[src/rtl/ipv4_hdr_check_pkg.sv]
// ============================================================================
// ipv4_hdr_check_pkg : header field positions, constants and encodings | rev 1.0
// ============================================================================
`default_nettype none
`timescale 1ns/1ps

package ipv4_hdr_check_pkg;

  // Bit positions within the 256-bit first beat of a packet
  localparam int DMAC_LSB  = 208;
  localparam int ETYPE_LSB = 144;
  localparam int VER_LSB   = 140;
  localparam int TTL_LSB   = 72;
  localparam int CSUM_LSB  = 48;

  localparam logic [15:0] ETH_IPV4      = 16'h0800;
  localparam logic [47:0] BCAST_MAC     = 48'hFFFF_FFFF_FFFF;
  localparam logic [7:0]  ODD_PORT_MASK = 8'hAA;

  // Event counter indices
  localparam int NUM_CNT       = 7;
  localparam int CNT_WRONG_MAC = 0;
  localparam int CNT_NON_IP    = 1;
  localparam int CNT_VER       = 2;
  localparam int CNT_BAD_TTL   = 3;
  localparam int CNT_CPU       = 4;
  localparam int CNT_FWD       = 5;
  localparam int CNT_DROPPED   = 6;

  typedef enum logic [1:0] {
    ST_HDR  = 2'd0,
    ST_PASS = 2'd1,
    ST_DROP = 2'd2
  } state_e;

  typedef enum logic [1:0] {
    CLS_CPU_IN = 2'd0,
    CLS_DROP   = 2'd1,
    CLS_TO_CPU = 2'd2,
    CLS_FWD    = 2'd3
  } class_e;

endpackage

`default_nettype wire

[src/rtl/ipv4_hdr_check_stage_ttl_csum_update.sv]
// ============================================================================
// ttl_csum_update : TTL decrement with RFC 1624 incremental checksum | rev 1.0
// ============================================================================
`default_nettype none
`timescale 1ns/1ps

module ttl_csum_update
  import ipv4_hdr_check_pkg::*;
(
  input  logic [7:0]  ttl_i,
  input  logic [15:0] csum_i,
  output logic [7:0]  ttl_o,
  output logic [15:0] csum_o
);

  // TTL is the high byte of its 16-bit header word, so the word drops by 0x0100
  localparam logic [15:0] TTL_WORD_DELTA = 16'h0100;

  logic [16:0] sum;
  logic [15:0] folded;

  assign ttl_o  = ttl_i - 8'd1;
  assign sum    = {1'b0, ~csum_i} + {1'b0, ~TTL_WORD_DELTA};
  assign folded = sum[15:0] + {15'd0, sum[16]};
  assign csum_o = ~folded;

endmodule

`default_nettype wire

[src/rtl/ipv4_hdr_check_stage.sv]
// ============================================================================
// ipv4_hdr_check_stage : per-packet MAC/ethertype/IPv4 check, TTL update | rev 1.0
// ============================================================================
`default_nettype none
`timescale 1ns/1ps

module ipv4_hdr_check_stage
  import ipv4_hdr_check_pkg::*;
#(
  parameter int C_S_AXI_DATA_WIDTH   = 32,
  parameter int C_M_AXIS_DATA_WIDTH  = 256,
  parameter int C_S_AXIS_DATA_WIDTH  = 256,
  parameter int C_M_AXIS_TUSER_WIDTH = 128,
  parameter int C_S_AXIS_TUSER_WIDTH = 128,
  parameter int SRC_PORT_POS         = 16,
  parameter int DST_PORT_POS         = 24
) (
  input  logic                              AXI_ACLK,
  input  logic                              AXI_RESET,

  input  logic [C_S_AXIS_DATA_WIDTH-1:0]    S_AXIS_TDATA,
  input  logic [C_S_AXIS_DATA_WIDTH/8-1:0]  S_AXIS_TSTRB,
  input  logic [C_S_AXIS_TUSER_WIDTH-1:0]   S_AXIS_TUSER,
  input  logic                              S_AXIS_TVALID,
  input  logic                              S_AXIS_TLAST,
  output logic                              S_AXIS_TREADY,

  output logic [C_M_AXIS_DATA_WIDTH-1:0]    M_AXIS_TDATA,
  output logic [C_M_AXIS_DATA_WIDTH/8-1:0]  M_AXIS_TSTRB,
  output logic [C_M_AXIS_TUSER_WIDTH-1:0]   M_AXIS_TUSER,
  output logic                              M_AXIS_TVALID,
  output logic                              M_AXIS_TLAST,
  input  logic                              M_AXIS_TREADY,

  input  logic [C_S_AXI_DATA_WIDTH-1:0]     mac0_low,
  input  logic [C_S_AXI_DATA_WIDTH-1:0]     mac0_high,
  input  logic [C_S_AXI_DATA_WIDTH-1:0]     mac1_low,
  input  logic [C_S_AXI_DATA_WIDTH-1:0]     mac1_high,
  input  logic [C_S_AXI_DATA_WIDTH-1:0]     mac2_low,
  input  logic [C_S_AXI_DATA_WIDTH-1:0]     mac2_high,
  input  logic [C_S_AXI_DATA_WIDTH-1:0]     mac3_low,
  input  logic [C_S_AXI_DATA_WIDTH-1:0]     mac3_high,

  input  logic                              counter_clear,
  output logic [C_S_AXI_DATA_WIDTH-1:0]     wrong_mac_count,
  output logic [C_S_AXI_DATA_WIDTH-1:0]     non_ip_count,
  output logic [C_S_AXI_DATA_WIDTH-1:0]     ver_count,
  output logic [C_S_AXI_DATA_WIDTH-1:0]     bad_ttl_count,
  output logic [C_S_AXI_DATA_WIDTH-1:0]     cpu_count,
  output logic [C_S_AXI_DATA_WIDTH-1:0]     fwd_count,
  output logic [C_S_AXI_DATA_WIDTH-1:0]     dropped_count
);

  state_e state_q, state_d;
  class_e cls;

  logic                             m_valid_q, m_valid_d;
  logic                             m_last_q,  m_last_d;
  logic [C_M_AXIS_DATA_WIDTH-1:0]   m_data_q,  m_data_d;
  logic [C_M_AXIS_DATA_WIDTH/8-1:0] m_strb_q,  m_strb_d;
  logic [C_M_AXIS_TUSER_WIDTH-1:0]  m_user_q,  m_user_d;

  logic [C_S_AXI_DATA_WIDTH-1:0] cnt_q [NUM_CNT];
  logic [NUM_CNT-1:0]            cnt_inc;

  logic        s_hs, hdr_beat, load;
  logic [7:0]  src_port;
  logic        src_onehot, mac_ok;
  logic [1:0]  port_idx;
  logic [47:0] port_mac [4];
  logic [47:0] dst_mac;
  logic        wrong_mac, non_ip, bad_ver, bad_ttl;
  logic [7:0]  ttl_dec;
  logic [15:0] csum_upd;
  logic [C_M_AXIS_DATA_WIDTH-1:0]  out_data;
  logic [C_M_AXIS_TUSER_WIDTH-1:0] out_user;

  assign S_AXIS_TREADY = !m_valid_q || M_AXIS_TREADY;
  assign s_hs          = S_AXIS_TVALID && S_AXIS_TREADY;
  assign hdr_beat      = s_hs && (state_q == ST_HDR);

  assign port_mac[0] = {mac0_high[15:0], mac0_low};
  assign port_mac[1] = {mac1_high[15:0], mac1_low};
  assign port_mac[2] = {mac2_high[15:0], mac2_low};
  assign port_mac[3] = {mac3_high[15:0], mac3_low};

  logic unused_mac_high;
  assign unused_mac_high = ^{mac0_high[31:16], mac1_high[31:16],
                             mac2_high[31:16], mac3_high[31:16]};

  // Even one-hot bits 0/2/4/6 map to MAC ports 0..3
  assign src_port   = S_AXIS_TUSER[SRC_PORT_POS +: 8];
  assign src_onehot = (src_port != 8'h00) && ((src_port & (src_port - 8'd1)) == 8'h00);
  assign port_idx   = {src_port[4] | src_port[6], src_port[2] | src_port[6]};
  assign dst_mac    = S_AXIS_TDATA[DMAC_LSB +: 48];
  assign mac_ok     = (dst_mac == port_mac[port_idx]) || (dst_mac == BCAST_MAC);

  ttl_csum_update u_ttl_csum (
    .ttl_i  (S_AXIS_TDATA[TTL_LSB +: 8]),
    .csum_i (S_AXIS_TDATA[CSUM_LSB +: 16]),
    .ttl_o  (ttl_dec),
    .csum_o (csum_upd)
  );

  always_comb begin
    cls       = CLS_FWD;
    wrong_mac = 1'b0;
    non_ip    = 1'b0;
    bad_ver   = 1'b0;
    bad_ttl   = 1'b0;
    if (|(src_port & ODD_PORT_MASK)) begin
      cls = CLS_CPU_IN;
    end else if (!src_onehot) begin
      cls = CLS_DROP;
    end else if (!mac_ok) begin
      cls       = CLS_DROP;
      wrong_mac = 1'b1;
    end else if (S_AXIS_TDATA[ETYPE_LSB +: 16] != ETH_IPV4) begin
      cls    = CLS_TO_CPU;
      non_ip = 1'b1;
    end else if (S_AXIS_TDATA[VER_LSB +: 4] != 4'd4) begin
      cls     = CLS_TO_CPU;
      bad_ver = 1'b1;
    end else if (S_AXIS_TDATA[TTL_LSB +: 8] <= 8'd1) begin
      cls     = CLS_TO_CPU;
      bad_ttl = 1'b1;
    end
  end

  always_comb begin
    out_data = S_AXIS_TDATA;
    out_user = S_AXIS_TUSER;
    if (state_q == ST_HDR) begin
      if (cls == CLS_TO_CPU) begin
        out_user[DST_PORT_POS +: 8] = {src_port[6:0], 1'b0};
      end
      if (cls == CLS_FWD) begin
        out_data[TTL_LSB +: 8]   = ttl_dec;
        out_data[CSUM_LSB +: 16] = csum_upd;
      end
    end
  end

  // Packet FSM and output-register next state
  always_comb begin
    state_d   = state_q;
    load      = 1'b0;
    m_valid_d = m_valid_q;
    m_data_d  = m_data_q;
    m_strb_d  = m_strb_q;
    m_user_d  = m_user_q;
    m_last_d  = m_last_q;
    unique case (state_q)
      ST_HDR: begin
        load = s_hs && (cls != CLS_DROP);
        if (s_hs && !S_AXIS_TLAST) begin
          state_d = (cls == CLS_DROP) ? ST_DROP : ST_PASS;
        end
      end
      ST_PASS: begin
        load = s_hs;
        if (s_hs && S_AXIS_TLAST) state_d = ST_HDR;
      end
      ST_DROP: begin
        if (s_hs && S_AXIS_TLAST) state_d = ST_HDR;
      end
      default: state_d = ST_HDR;
    endcase
    if (load) begin
      m_valid_d = 1'b1;
      m_data_d  = out_data;
      m_strb_d  = S_AXIS_TSTRB;
      m_user_d  = out_user;
      m_last_d  = S_AXIS_TLAST;
    end else if (M_AXIS_TREADY) begin
      m_valid_d = 1'b0;
    end
  end

  always_ff @(posedge AXI_ACLK) begin
    if (AXI_RESET) begin
      state_q   <= ST_HDR;
      m_valid_q <= 1'b0;
      m_data_q  <= '0;
      m_strb_q  <= '0;
      m_user_q  <= '0;
      m_last_q  <= 1'b0;
    end else begin
      state_q   <= state_d;
      m_valid_q <= m_valid_d;
      m_data_q  <= m_data_d;
      m_strb_q  <= m_strb_d;
      m_user_q  <= m_user_d;
      m_last_q  <= m_last_d;
    end
  end

  always_comb begin
    cnt_inc                = '0;
    cnt_inc[CNT_WRONG_MAC] = hdr_beat && wrong_mac;
    cnt_inc[CNT_NON_IP]    = hdr_beat && non_ip;
    cnt_inc[CNT_VER]       = hdr_beat && bad_ver;
    cnt_inc[CNT_BAD_TTL]   = hdr_beat && bad_ttl;
    cnt_inc[CNT_CPU]       = hdr_beat && (cls == CLS_CPU_IN);
    cnt_inc[CNT_FWD]       = hdr_beat && (cls == CLS_FWD);
    cnt_inc[CNT_DROPPED]   = hdr_beat && (cls == CLS_DROP);
  end

  // Clear has priority over a coincident increment
  always_ff @(posedge AXI_ACLK) begin
    for (int i = 0; i < NUM_CNT; i++) begin
      if (AXI_RESET || counter_clear) begin
        cnt_q[i] <= '0;
      end else if (cnt_inc[i]) begin
        cnt_q[i] <= cnt_q[i] + C_S_AXI_DATA_WIDTH'(1);
      end
    end
  end

  assign M_AXIS_TVALID   = m_valid_q;
  assign M_AXIS_TDATA    = m_data_q;
  assign M_AXIS_TSTRB    = m_strb_q;
  assign M_AXIS_TUSER    = m_user_q;
  assign M_AXIS_TLAST    = m_last_q;

  assign wrong_mac_count = cnt_q[CNT_WRONG_MAC];
  assign non_ip_count    = cnt_q[CNT_NON_IP];
  assign ver_count       = cnt_q[CNT_VER];
  assign bad_ttl_count   = cnt_q[CNT_BAD_TTL];
  assign cpu_count       = cnt_q[CNT_CPU];
  assign fwd_count       = cnt_q[CNT_FWD];
  assign dropped_count   = cnt_q[CNT_DROPPED];

endmodule

`default_nettype wire

[config.mk]
export PLATFORM = sky130hd
export DESIGN_NAME = ipv4_hdr_check_stage
export DESIGN_NICKNAME = d
export VERILOG_FILES = /design/src/rtl/ipv4_hdr_check_pkg.sv /design/src/rtl/ipv4_hdr_check_stage_ttl_csum_update.sv /design/src/rtl/ipv4_hdr_check_stage.sv
export SDC_FILE = /design/constraint.sdc
export NUM_CORES = 1
export LEC_CHECK = 0
export ABC_AREA = 1
export CORE_AREA = 3 3 521 523
export DETAILED_ROUTE_END_ITERATION = 7
export DIE_AREA = 0 0 524 526
export DONT_BUFFER_PORTS = 1
export PLACE_DENSITY_LB_ADDON = 0.1
export SETUP_SLACK_MARGIN = 0.02
export SLEW_MARGIN = 10
export SYNTH_ARGS = -nofsm -noshare
export SYNTH_HDL_FRONTEND = slang
export SYNTH_SLANG_ARGS = --single-unit
[constraint.sdc]
create_clock -name AXI_ACLK -period 7.2 [get_ports AXI_ACLK]
set_clock_uncertainty 0.15 [all_clocks]
set_input_delay 1.08 -clock AXI_ACLK [delete_from_list [all_inputs] [get_ports AXI_ACLK]]
set_output_delay 1.08 -clock AXI_ACLK [all_outputs]
set_load 0.005 [all_outputs]
==> results.cfg <==
[clock_tree]
post_cts_resized = 0
tritoncts_num_sinks = 644
worstSkewPairLatency_ns = 0.73
cts.root.buffer_cell = clkbuf_16
buffers_inserted_during_post_cts_setup_optimization = 0
cts_tree = built
clock_input_transition_at_the_sequential_cells_of_the_worst_setup_and_hold_paths_ns = 0.06
cts_hold_buffers = 0
clk_path_buf_depth = 3
cts.htree.levels = 3
tritoncts.num_buffers = 94

[placement]
globalplace.congestion = 0.8342
port_buffers = 0
placed_cell_area_um2 = 34810
dp_hpwl_um = 149400
preCtsSetupSlack_ns = 1.023

[synth]
ys_seq_elements = 644
yosysUniqueCellTypes = 42
synth_area_per_cell_um2 = 7.367
synth_top_flop_cell = dfxtp_1
synth.area.top_cells = dfxtp_1, edfxtp_1, nor2_1
synth-edff-count = 224
synthesis.nets = 4863
syn-instance-count = 4171
syn_area_um2 = 30730
post-synth-top-area-cell = dfxtp_1
synth_sequential_area_ratio_pct = 49.25
synthesis.yosys.warnings = 0
synthArstFlopShare_pct = 0
yosysMostFrequentCell = nor2_1
commonest_cells_in_the_synthesized_netlist = nor2_1, nand2_1, dfxtp_1
yosys.area.top_type_share_pct = 27.36

[setup_path]
critical-path-top-cell-by-count = nand2_1
cpMaxStageDelayCell = inv_8
crit_path_cell_trace = nor2_4 > buf_12 > nand2_1 > nand2_1 > nand2_1 > nand3_1 > nand2_1 > nand2_1 > nor2_1 > nand2_1 > nor2_1 > nand3_1 > nand2_2 > nand2_1 > nand2_1 > nand3_2 > nand2_8 > inv_8 > buf_12 > nor2_1 > nor2_1
crit_path_start_kind = primary input
critPathMaxStageDelay_ns = 0.52
setup.worst_path.start = S_AXIS_TUSER[18]
timing.setup.critical_path_class = primary input to flop
worst_ep_arrival_time_ns = 5.97
critPathCaptureType = flop
r2r_slack_ns = 3.19
timing.rr.start = cnt_q[0][0]
cp_data_required_time_ns = 7.74
critical_path_peak_fanout = 118
worst_r2r_path_depth = 18
reg2reg_to = cnt_q[0][30]
timing.critical_path.to = M_AXIS_TUSER[34]

[layout]
finalCoreUtilization_pct = 14.22
net_total_in_the_final_layout = 4809
final_design_area_no_fill_um2 = 38020
final_layout_size_suffix_gt1_share_pct = 5.295
flow.area_growth_from_synthesis_pct = 23.74

[die]
die_width_um = 524
floorplan.core_area_um2 = 267400
io_pins = 1321
initial_utilization_pct = 11.49
fp.dieH_um = 526
fp-row-count = 190
die_area_um2 = 275600

[global_route]
antenna_found_initial = 58
grt_pass1_vias = 27410
grt-ovfl-total = 0
grt_start_max_net_pins = 201
global_route_wire_length_before_repair_um = 248700
global_route.usage.met2_pct = 21.38
gr-usage-met3_pct = 7.353
grt_busiest_layer = met2
globalRouteTotalUtil_pct = 12.99
groute.layer.met1.usage_pct = 14.54

[sta]
timing.setup.tns_ns = 0
finalSetupViolCount = 0
final_hold_viol_count = 0
worst-slew-pin-transition_ns = 1.170
rsz0062_at_grt = no
drv_slew = 0
share_of_the_clock_period_used_by_the_worst_path_after_layout_pct = 75.47
fin_crit_ns = 5.434
setup_slack_ns = 1.766
clock.fmax_mhz = 184.0
worst_slew_margin_rel_pct = 21.98

[power]
leakage_uw = 0.01506
report.power.total_uw = 11290
power_per_cell_area_nw_per_um2 = 296.9
irDropWorstVdd_uv = 172.5

[route]
wl_per_cell_um = 24.18
vias = 27600
first_iter_violations = 1639
viasPerCell = 3.558
finalWirelength_um = 187500
route.detailed.drc = 0
final_antenna_net_count = 0
drtPass1Iterations = 5

[hold_path]
timing.hold.worst.class = primary input to flop
min-delay-start = AXI_RESET

[job]
maxCapViolCount = 0

[outcome]
run_status = finished, final reports clean
==> layout by cell type, fill, tap and decap left out, types with 6 or more instances in the layout <==
| cell type | n |
|---|---|
| a21oi_1 | 170 |
| a31oi_1 | 6 |
| and3_1 | 11 |
| buf_12 | 9 |
| buf_4 | 33 |
| bufinv_16 | 6 |
| clkbuf_1 | 21 |
| clkbuf_16 | 94 |
| clkbuf_8 | 18 |
| clkinv_1 | 8 |
| clkinv_2 | 14 |
| dfxtp_1 | 420 |
| diode_2 | 11 |
| edfxtp_1 | 224 |
| ha_1 | 14 |
| inv_1 | 397 |
| nand2_1 | 787 |
| nand3_1 | 220 |
| nand4_1 | 42 |
| nor2_1 | 948 |
| nor3_1 | 82 |
| nor3b_1 | 40 |
| nor4_1 | 16 |
| o21a_1 | 12 |
| o21ai_0 | 342 |
| o21ai_1 | 117 |
| or2_2 | 12 |
| xnor2_1 | 20 |
| xor2_1 | 51 |
==> stage by stage <==
stage	std cells	hold WS, ns
after floorplan	4171	0.2946
after global placement	7573	0.3029
after detailed placement	7573	0.3175
after CTS	7745	0.1399
after global routing	7751	0.1756
final	7756	0.2703
==> worst min-delay path by stage <==
stage,to,slack [ns],cells past startpoint
floorplan,state_q[1],0.29,2
global placement,state_q[1],0.30,2
detailed placement,state_q[1],0.32,2
CTS,M_AXIS_TUSER[28],0.14,1
global route,M_AXIS_TLAST,0.18,1
finish,M_AXIS_TUSER[28],0.27,1
==> state kept, by name, summed over array words and instances, names as in the netlist <==
signal	cells
M_AXIS_TSTRB	32
state_q	2
M_AXIS_TDATA	256
M_AXIS_TVALID	1
M_AXIS_TLAST	1
cnt_q	224
M_AXIS_TUSER	128
==> kinds of logic after synthesis <==
family | synth area share [%]
DFF | 49.25
xor gates and xnor gates | 2.024
adders and majority gates | 0.5701
buffers and inverters | 7.883
AOI/OAI and AO/OA | 11.09
and+or+nand+nor | 29.18
==> metal layers <==
layer  up-vias  share of wire, %
li1      13400                 -
met1     12920                39
met2      1050                47
met3       196                13
met4        28               1.5
met5         -              0.10
==> critical path, delay by kind of cell <==
family / cells / cell delay (ns)
and+or+nand+nor: 18 / 3.17
buffers and inverters: 3 / 1.40
==> area by class of cell <==
cell class / instances / area (um2)
fill: 30620 / 229400
sequential: 644 / 15130
multi-input combinational: 2930 / 13270
tap: 3552 / 4444
clock buffer: 133 / 2679
inverter: 405 / 1535
clock inverter: 39 / 508.0
timing repair buffer: 42 / 427.9
antenna: 11 / 27.53
==> power by group <==
| part | switching, uW | total (uW) | internal [uW] |
|---|---|---|---|
| sequential | 721 | 4980 | 4260 |
| clock | 2040 | 4870 | 2830 |
| combinational | 1040 | 1440 | 395 |
| total | 3800 | 11300 | 7490 |
Note: power is estimated with default switching activity, not from simulation.
